File: src/rtl/voting_session.sv
// voting_session: N-voter session controller with first-cast locking, a serial tally and a registered one-hot result.
// Optional feature: define VOTING_QUORUM_EN to require at least QUORUM casts for a valid result.
module voting_session #(
    parameter int N_VOTERS = 4,
    parameter int QUORUM   = 3,
    localparam int CW      = $clog2(N_VOTERS + 1)
) (
    input  logic                clk,
    input  logic                rst,
    input  logic                open_i,
    input  logic                close_i,
    input  logic [N_VOTERS-1:0] cast_i,
    input  logic [N_VOTERS-1:0] choice_i,
    output logic [3:1]          O,
    output logic [CW-1:0]       yes_count,
    output logic [N_VOTERS-1:0] voted_o,
    output logic                busy_o,
    output logic                done_o,
    output logic                no_quorum_o
);

    // state   | meaning
    // IDLE    | after reset, no session yet
    // OPEN    | casting window, first cast per voter is locked
    // COUNT   | serial tally, one voter per cycle
    // RESOLVE | register result and pulse done
    // DONE    | hold result until the next open

    typedef enum logic [2:0] {
        S_IDLE,
        S_OPEN,
        S_COUNT,
        S_RESOLVE,
        S_DONE
    } state_t;

    localparam int            IW       = $clog2(N_VOTERS);
    localparam logic [IW-1:0] LAST_IDX = IW'(N_VOTERS - 1);
    localparam logic [CW:0]   N_WIDE   = (CW + 1)'(N_VOTERS);

    if (N_VOTERS < 2 || N_VOTERS > 32 || QUORUM < 1 || QUORUM > N_VOTERS) begin : g_param_check
        $error("voting_session: N_VOTERS or QUORUM out of legal range");
    end

    state_t              state, state_nxt;
    logic [IW-1:0]       idx;
    logic [N_VOTERS-1:0] voted_r;
    logic [N_VOTERS-1:0] choice_r;
    logic [CW-1:0]       yes_r;
    logic [3:1]          result_r;
    logic [3:1]          result_nxt;
    logic [CW:0]         yes_x2;
    logic                done_r;
    logic                nq_r;
    logic                nq_nxt;
`ifdef VOTING_QUORUM_EN
    logic [CW-1:0]       casts_r;
`endif

    always_ff @(posedge clk) begin
        if (rst) begin
            state <= S_IDLE;
        end else begin
            state <= state_nxt;
        end
    end

    always_comb begin
        state_nxt = state;
        case (state)
            S_IDLE, S_DONE: if (open_i) state_nxt = S_OPEN;
            S_OPEN:         if (close_i) state_nxt = S_COUNT;
            S_COUNT:        if (idx == LAST_IDX) state_nxt = S_RESOLVE;
            S_RESOLVE:      state_nxt = S_DONE;
            default:        state_nxt = S_IDLE;
        endcase
    end

    // Doubling the tally into CW+1 bits keeps the majority compare overflow-free.
    always_comb begin
        yes_x2     = {yes_r, 1'b0};
        result_nxt = 3'b100;
        nq_nxt     = 1'b0;
        if (yes_x2 < N_WIDE) begin
            result_nxt = 3'b001;
        end else if (yes_x2 == N_WIDE) begin
            result_nxt = 3'b010;
        end
`ifdef VOTING_QUORUM_EN
        if (casts_r < CW'(QUORUM)) begin
            result_nxt = 3'b000;
            nq_nxt     = 1'b1;
        end
`endif
    end

    always_ff @(posedge clk) begin
        if (rst) begin
            idx      <= '0;
            voted_r  <= '0;
            choice_r <= '0;
            yes_r    <= '0;
            result_r <= '0;
            done_r   <= 1'b0;
            nq_r     <= 1'b0;
`ifdef VOTING_QUORUM_EN
            casts_r  <= '0;
`endif
        end else begin
            done_r <= 1'b0;
            case (state)
                S_IDLE, S_DONE: begin
                    if (open_i) begin
                        idx      <= '0;
                        voted_r  <= '0;
                        choice_r <= '0;
                        yes_r    <= '0;
                        result_r <= '0;
                        nq_r     <= 1'b0;
`ifdef VOTING_QUORUM_EN
                        casts_r  <= '0;
`endif
                    end
                end
                S_OPEN: begin
                    // Locked voters keep their first choice; only fresh casts are latched.
                    voted_r  <= voted_r | cast_i;
                    choice_r <= (choice_r & voted_r) | (choice_i & cast_i & ~voted_r);
                    idx      <= '0;
                end
                S_COUNT: begin
                    yes_r <= yes_r + CW'(voted_r[idx] & choice_r[idx]);
`ifdef VOTING_QUORUM_EN
                    casts_r <= casts_r + CW'(voted_r[idx]);
`endif
                    idx <= idx + 1'b1;
                end
                S_RESOLVE: begin
                    result_r <= result_nxt;
                    nq_r     <= nq_nxt;
                    done_r   <= 1'b1;
                end
                default: ;
            endcase
        end
    end

    assign O           = result_r;
    assign yes_count   = yes_r;
    assign voted_o     = voted_r;
    assign busy_o      = (state == S_COUNT) || (state == S_RESOLVE);
    assign done_o      = done_r;
    assign no_quorum_o = nq_r;

endmodule
File: config.mk
export PLATFORM = sky130hd
export DESIGN_NAME = voting_session
export DESIGN_NICKNAME = d
export VERILOG_FILES = /design/src/rtl/voting_session.sv
export SDC_FILE = /design/constraint.sdc
export NUM_CORES = 1
export LEC_CHECK = 0
export BUFFER_PORTS_ARGS = -buffer_cell sky130_fd_sc_hd__buf_2
export CAP_MARGIN = 20
export CELL_PAD_IN_SITES_DETAIL_PLACEMENT = 1
export CELL_PAD_IN_SITES_GLOBAL_PLACEMENT = 1
export CORE_MARGIN = 2
export CORE_UTILIZATION = 39
export DETAILED_ROUTE_END_ITERATION = 12
export PLACE_DENSITY = 0.87
export SLEW_MARGIN = 20
export SYNTH_ARGS = -nofsm -noshare
export SYNTH_HDL_FRONTEND = slang
export SYNTH_SLANG_ARGS = --single-unit
File: constraint.sdc
create_clock -name clk -period 4.2 [get_ports clk]
set_input_delay 0.21 -clock clk [delete_from_list [all_inputs] [get_ports clk]]
set_output_delay 0.21 -clock clk [all_outputs]
set_load 0.05 [all_outputs]
==> flow_metrics.tcl, run 1 <==
set metrics [dict create \
    arrival_ps 2140 \
    dpl.hpwl_mm 1.70 \
    grt_max_degree 19 \
    crit_top_cell "ha_1" \
    path_class "reg2reg" \
    drc 0 \
    fin_cells 151 \
    clockPowerShare_pct 26.3 \
    intPower_uw 245 \
    reg2reg_depth 7 \
    syn_to_final_growth_pct 15.4 \
    combPwrFrac_pct 14.6 \
    drv_cap 0 \
    tns_ps 0 \
    nets 140 \
    vdd_drop_max_mv 0.126 \
    skew_ps 5.99 \
    path_cells "and3b_1 > a311oi_1 > a31oi_1 > ha_1 > ha_1 > inv_1 > o32ai_1" \
    drv_slew 0 \
    path_clk_slew_ps 110 \
    start_kind "flip-flop" \
    max_stage_delay_ps 440 \
    postRouteAntennaNets 0 \
    r2r_setup_slack_ps 2270 \
    synth_edf_count 0 \
    die_area_um2 2760 \
    gp_congestion 0.733 \
    finalCritPeriodShare_pct 46.0 \
    rsz0062_at_grt "false" \
    clock-sinks 20 \
    rr_endpoint "yes_count[1]" \
    yosys-top-cells-area "dfxtp_1 44%, o21ai_0 4.9%, ha_1 4.1%, a22o_1 3.8%, o32ai_1 3.8%" \
    routed_wl_mm 2.42 \
    syn_area_per_cell_um2 8.82 \
    period_minus_slack_ps 1930 \
    p_leak_uw 0.000425 \
    synthCells 104 \
    r2r_start "idx[0]" \
    post-synth-top-area-cell "dfxtp_1" \
    grt_use_total_pct 19.5 \
    seq_area_frac_synth_pct 43.7 \
    antenna_found_initial 0 \
    hp-start "cast_i[2]" \
    powerDensity_nw_per_um2 327 \
    status "finished clean" \
    diodes 0 \
    crit_path_end "yes_count[1]" \
    hold_buffers 0 \
    hp-class "in2reg" \
    start_util_pct 41.5 \
    root_buffer "clkbuf_4" \
    drive_above_1_share_pct 22.8 \
    required_ps 4400 \
    synth_seq_cells 20 \
    path_max_fanout 7 \
    ys_types 34 \
    grt_pass1_wl_mm 3.93 \
    clk_latency_ps 290 \
    drt-initial-drc-count 7 \
    cts_setup_buffers 0 \
    power_frac_seq_pct 59.1 \
    cts_tree "done" \
    viasPerCell 5.89 \
    core_um2 2210 \
    yosys_warnings 0 \
    syn_area_um2 917 \
    die_w_um 52.5 \
    synth-async-reset-ratio_pct 0 \
    setup_viol 0 \
    first_global_vias 854 \
    crit_slowest_cell "dfxtp_1" \
    num_rows 17 \
    cts-resized-gates 0 \
    critPathLaunch "idx[0]" \
    wl_per_cell_um 16.0 \
    finalHoldViolCount 0 \
    pin_count 25 \
    endpoint_kind "flip-flop" \
    power.share.switching_pct 29.2 \
    p_sw_uw 101 \
    synth_ff_type "dfxtp_1" \
    max_freq_mhz 518 \
    die_y_um 52.5 \
    post-place-cells 148 \
    yosys.area.top_type_share_pct 43.7 \
    cts_buffer_depth 2 \
    htreeDepth 1 \
    overflow 0 \
    num_vias 890 \
    cts-buffers-inserted 3 \
    dr.pass1.iters 4 \
    syn_nets 119 \
    io_buffers 23 \
]
worst min path at each step:
stage          depth (start not counted)          to
3_5_place_dp                           2  voted_o[2]
5_1_grt                                2  voted_o[2]
4_1_cts                                2  voted_o[2]
2_1_floorplan                          1  voted_o[0]
6_report                               2  voted_o[2]
3_3_place_gp                           2  voted_o[2]
state kept, by name, summed over array words and instances, names as in the netlist:
name and cells:
O 3, choice_r 4, done_o 1, idx 2, state 3, voted_o 4, yes_count 3
worst max-delay path: cells and delay by family (launching register included):
kind	cells	cell delay [ps]
buffers and inverters	1	40
DFF	1	440
AOI/OAI and AO/OA	3	680
and+or+nand+nor	1	200
adders and majority gates	2	480
cells in the final DEF, fill, tap and decap left out, types with 3 or more instances in the layout:
cell type  count
a211oi_1       3
nor2_1         6
nand2_1        9
clkbuf_4       3
or4_1          3
a311oi_1       3
buf_2         23
inv_1          5
ha_1           3
o32ai_1        4
a21oi_1        4
dfxtp_1       20
o21ai_0        9
a22o_1         4
stage by stage:
step	area [um^2]	hold slack, ps	util [%]	power [uW]	setup WS (ps)
floorplan	917	336	-	243	2280
global placement	1040	433	46.8	256	2510
detailed placement	1040	443	46.8	259	2350
CTS	1060	128	47.9	348	2250
global route	1060	126	47.9	365	2150
finish	1060	133	47.9	346	2270
power by group through the flow:
stage	Combinational (uW)	Clock [uW]	Sequential (uW)
floorplan	30.2	0	213
global placement	48.0	0	208
detailed placement	49.8	0	209
CTS	50.4	93.5	204
global route	54.7	105	206
finish	50.5	90.9	205
cell type report:
class	instances	area (um^2)
clock buffers	3	22.5
fillers	284	1150
inverters	5	18.8
multi-input cells	72	467
flip-flops and latches	20	400
well taps	28	35.0
repair buffers	23	115
synth_stat cells (2+ instances only):
master    count
a211oi_1      3
a21oi_1       4
a22o_1        4
a311oi_1      3
clkbuf_1      5
dfxtp_1      20
ha_1          3
inv_1         5
nand2_1       9
nand2b_1      2
nand3_1       2
nand3b_1      2
nor2_1        6
o21ai_0       9
o32ai_1       4
or3_1         2
or3b_1        2
or4_1         3
cell families (layout without fill, tap and decap cells):
kind of cell / count (synthesis) / after routing / synth area share, %
other: 1 / 1 / 0.409
DFF: 20 / 20 / 43.7
AOI/OAI and AO/OA: 32 / 32 / 24.0
adders and majority gates: 3 / 3 / 4.09
and+or+nand+nor: 36 / 36 / 22.4
buffers and inverters: 12 / 31 / 5.46
per-layer routing:
metal	vias up	track usage [%]	wire length, um	share of wire (%)
li1	425	-	-	-
met1	444	24.7	1040	43
met2	19	33.1	1280	53
met3	2	2.57	78	3.2
met4	0	7.69	14	0.58
met5	-	0	0	0
(Power assumes the default switching activity.)
==> run 2, diff against run 1 <==
--- a/config.mk
+++ b/config.mk
@@ -10,9 +10,9 @@
 export CELL_PAD_IN_SITES_DETAIL_PLACEMENT = 1
 export CELL_PAD_IN_SITES_GLOBAL_PLACEMENT = 1
 export CORE_MARGIN = 2
-export CORE_UTILIZATION = 39
+export CORE_UTILIZATION = 37
 export DETAILED_ROUTE_END_ITERATION = 12
-export PLACE_DENSITY = 0.87
+export PLACE_DENSITY = 0.84
 export SLEW_MARGIN = 20
 export SYNTH_ARGS = -nofsm -noshare
 export SYNTH_HDL_FRONTEND = slang
==> constraint.sdc (replaced) <==
create_clock -name clk -period 1.8 [get_ports clk]
set_input_delay 0.09 -clock clk [delete_from_list [all_inputs] [get_ports clk]]
set_output_delay 0.09 -clock clk [all_outputs]
set_load 0.05 [all_outputs]
==> flow_metrics.tcl, run 2 (synthesized netlist as in run 1, its figures left out) <==
set metrics [dict create \
    tns_ps 0 \
    first_global_vias 928 \
    clock-sinks 20 \
    post-place-cells 152 \
    status "finished clean" \
    drive_above_1_share_pct 29.9 \
    p_leak_uw 0.000444 \
    vdd_drop_max_mv 0.404 \
    grt_pass1_wl_mm 4.20 \
    dpl.hpwl_mm 1.81 \
    power.share.switching_pct 29.2 \
    postRouteAntennaNets 0 \
    worst-path-buf-inv 1 \
    finalHoldViolCount 0 \
    max_stage_delay_ps 390 \
    drv_cap 0 \
    syn_to_final_growth_pct 23.9 \
    htreeDepth 1 \
    cts_buffer_depth 2 \
    die_y_um 53.8 \
    final_cell_mix "23 x buf_2, 18 x dfxtp_1, 9 x nand2_1, 9 x o21ai_0, 6 x nor2_1" \
    start_kind "flip-flop" \
    endpoint_kind "flip-flop" \
    die_w_um 53.8 \
    seq_area_um2 405 \
    clk_latency_ps 310 \
    gp_congestion 0.703 \
    skew_ps 1.53 \
    crit_slowest_cell "dfxtp_4" \
    path_clk_slew_ps 120 \
    multi_input_area_um2 498 \
    wl_per_cell_um 16.2 \
    cp_top_family "compound AO/OA/AOI/OAI gates" \
    core_um2 2410 \
    viasPerCell 5.82 \
    path_class "reg2reg" \
    antenna_found_initial 0 \
    fin_cells 157 \
    required_ps 2030 \
    power_frac_seq_pct 54.0 \
    grt_use_total_pct 20.3 \
    path_max_fanout 5 \
    drv_slew 0 \
    grt_max_degree 19 \
    cts-buffers-inserted 3 \
    intPower_uw 623 \
    clockPowerShare_pct 31.2 \
    n_fill_cell 293 \
    combPwrFrac_pct 14.8 \
    root_buffer "clkbuf_4" \
    die_area_um2 2890 \
    powerDensity_nw_per_um2 774 \
    num_vias 913 \
    final_common_cell "buf_2" \
    dr.pass1.iters 4 \
    nets 143 \
    p_sw_uw 256 \
    io_buffers 23 \
    period_minus_slack_ps 1720 \
    routed_wl_mm 2.54 \
    max_freq_mhz 582 \
    start_util_pct 38.1 \
    path_cells "and3b_1 > a311oi_2 > a31oi_1 > ha_2 > ha_4 > inv_1 > o32ai_2" \
    hp-class "in2reg" \
    overflow 0 \
    cts_tree "done" \
    diodes 0 \
    arrival_ps 1950 \
    finalCritPeriodShare_pct 95.4 \
    drc 0 \
    pin_count 25 \
    num_rows 18 \
    drt-initial-drc-count 12 \
    setup_viol 0 \
]
==> run 2: path summary, 6_finish.rpt <==
| check | startpoint | end | slack (ps) | cells past startpoint |
|---|---|---|---|---|
| max | idx[0] | yes_count[1] | 80 | 7 |
| min | cast_i[0] | voted_o[0] | 5 | 2 |
| max reg2reg | idx[0] | yes_count[1] | 80 | 7 |
| min reg2reg | O[2] | O[2] | 480 | 2 |
==> run 2: routing by layer <==
metal | part of all wire, % | track usage (%) | routed length, um | vias to the layer above
li1 | - | - | - | 431
met1 | 42 | 23.9 | 1080 | 448
met2 | 52 | 35.6 | 1310 | 28
met3 | 3.1 | 3.06 | 79 | 6
met4 | 2.8 | 10.3 | 71 | 0
met5 | 0 | 0 | 0 | -
==> run 2: area by class of cell <==
cell class	count	area share, %
inverter	5	1.65
multi-input combinational	72	43.8
clock buffer	4	3.19
tap	30	3.30
sequential	20	35.7
timing repair buffer	26	12.3
==> run 2: repair_timing <==
item	in CTS	in global routing
hold buffers	0	1
hold endpoints to repair	0	1
setup endpoints to repair	0	2
setup buffers	0	0
resized for setup	0	7
==> run 2: power by group through the flow <==
stage	logic, uW	clock network [uW]	registers, uW
after floorplan	70.8	0	497
after global routing	142	291	478
after CTS	126	275	474
final	130	274	475
after global placement	121	0	483
after detailed placement	125	0	484
==> run 2: per-stage QoR <==
stage               power (uW)  hold WS [ps]  cell area [um^2]  setup slack, ps  util, %
floorplan                  568           216               921            -15.1        -
global placement           604           313              1060              161     43.9
detailed placement         609           325              1060             22.9     43.9
CTS                        875          1.94              1090             2.11     45.4
global route               911          7.60              1140            -1.58     47.1
finish                     880          4.71              1140             83.2     47.1
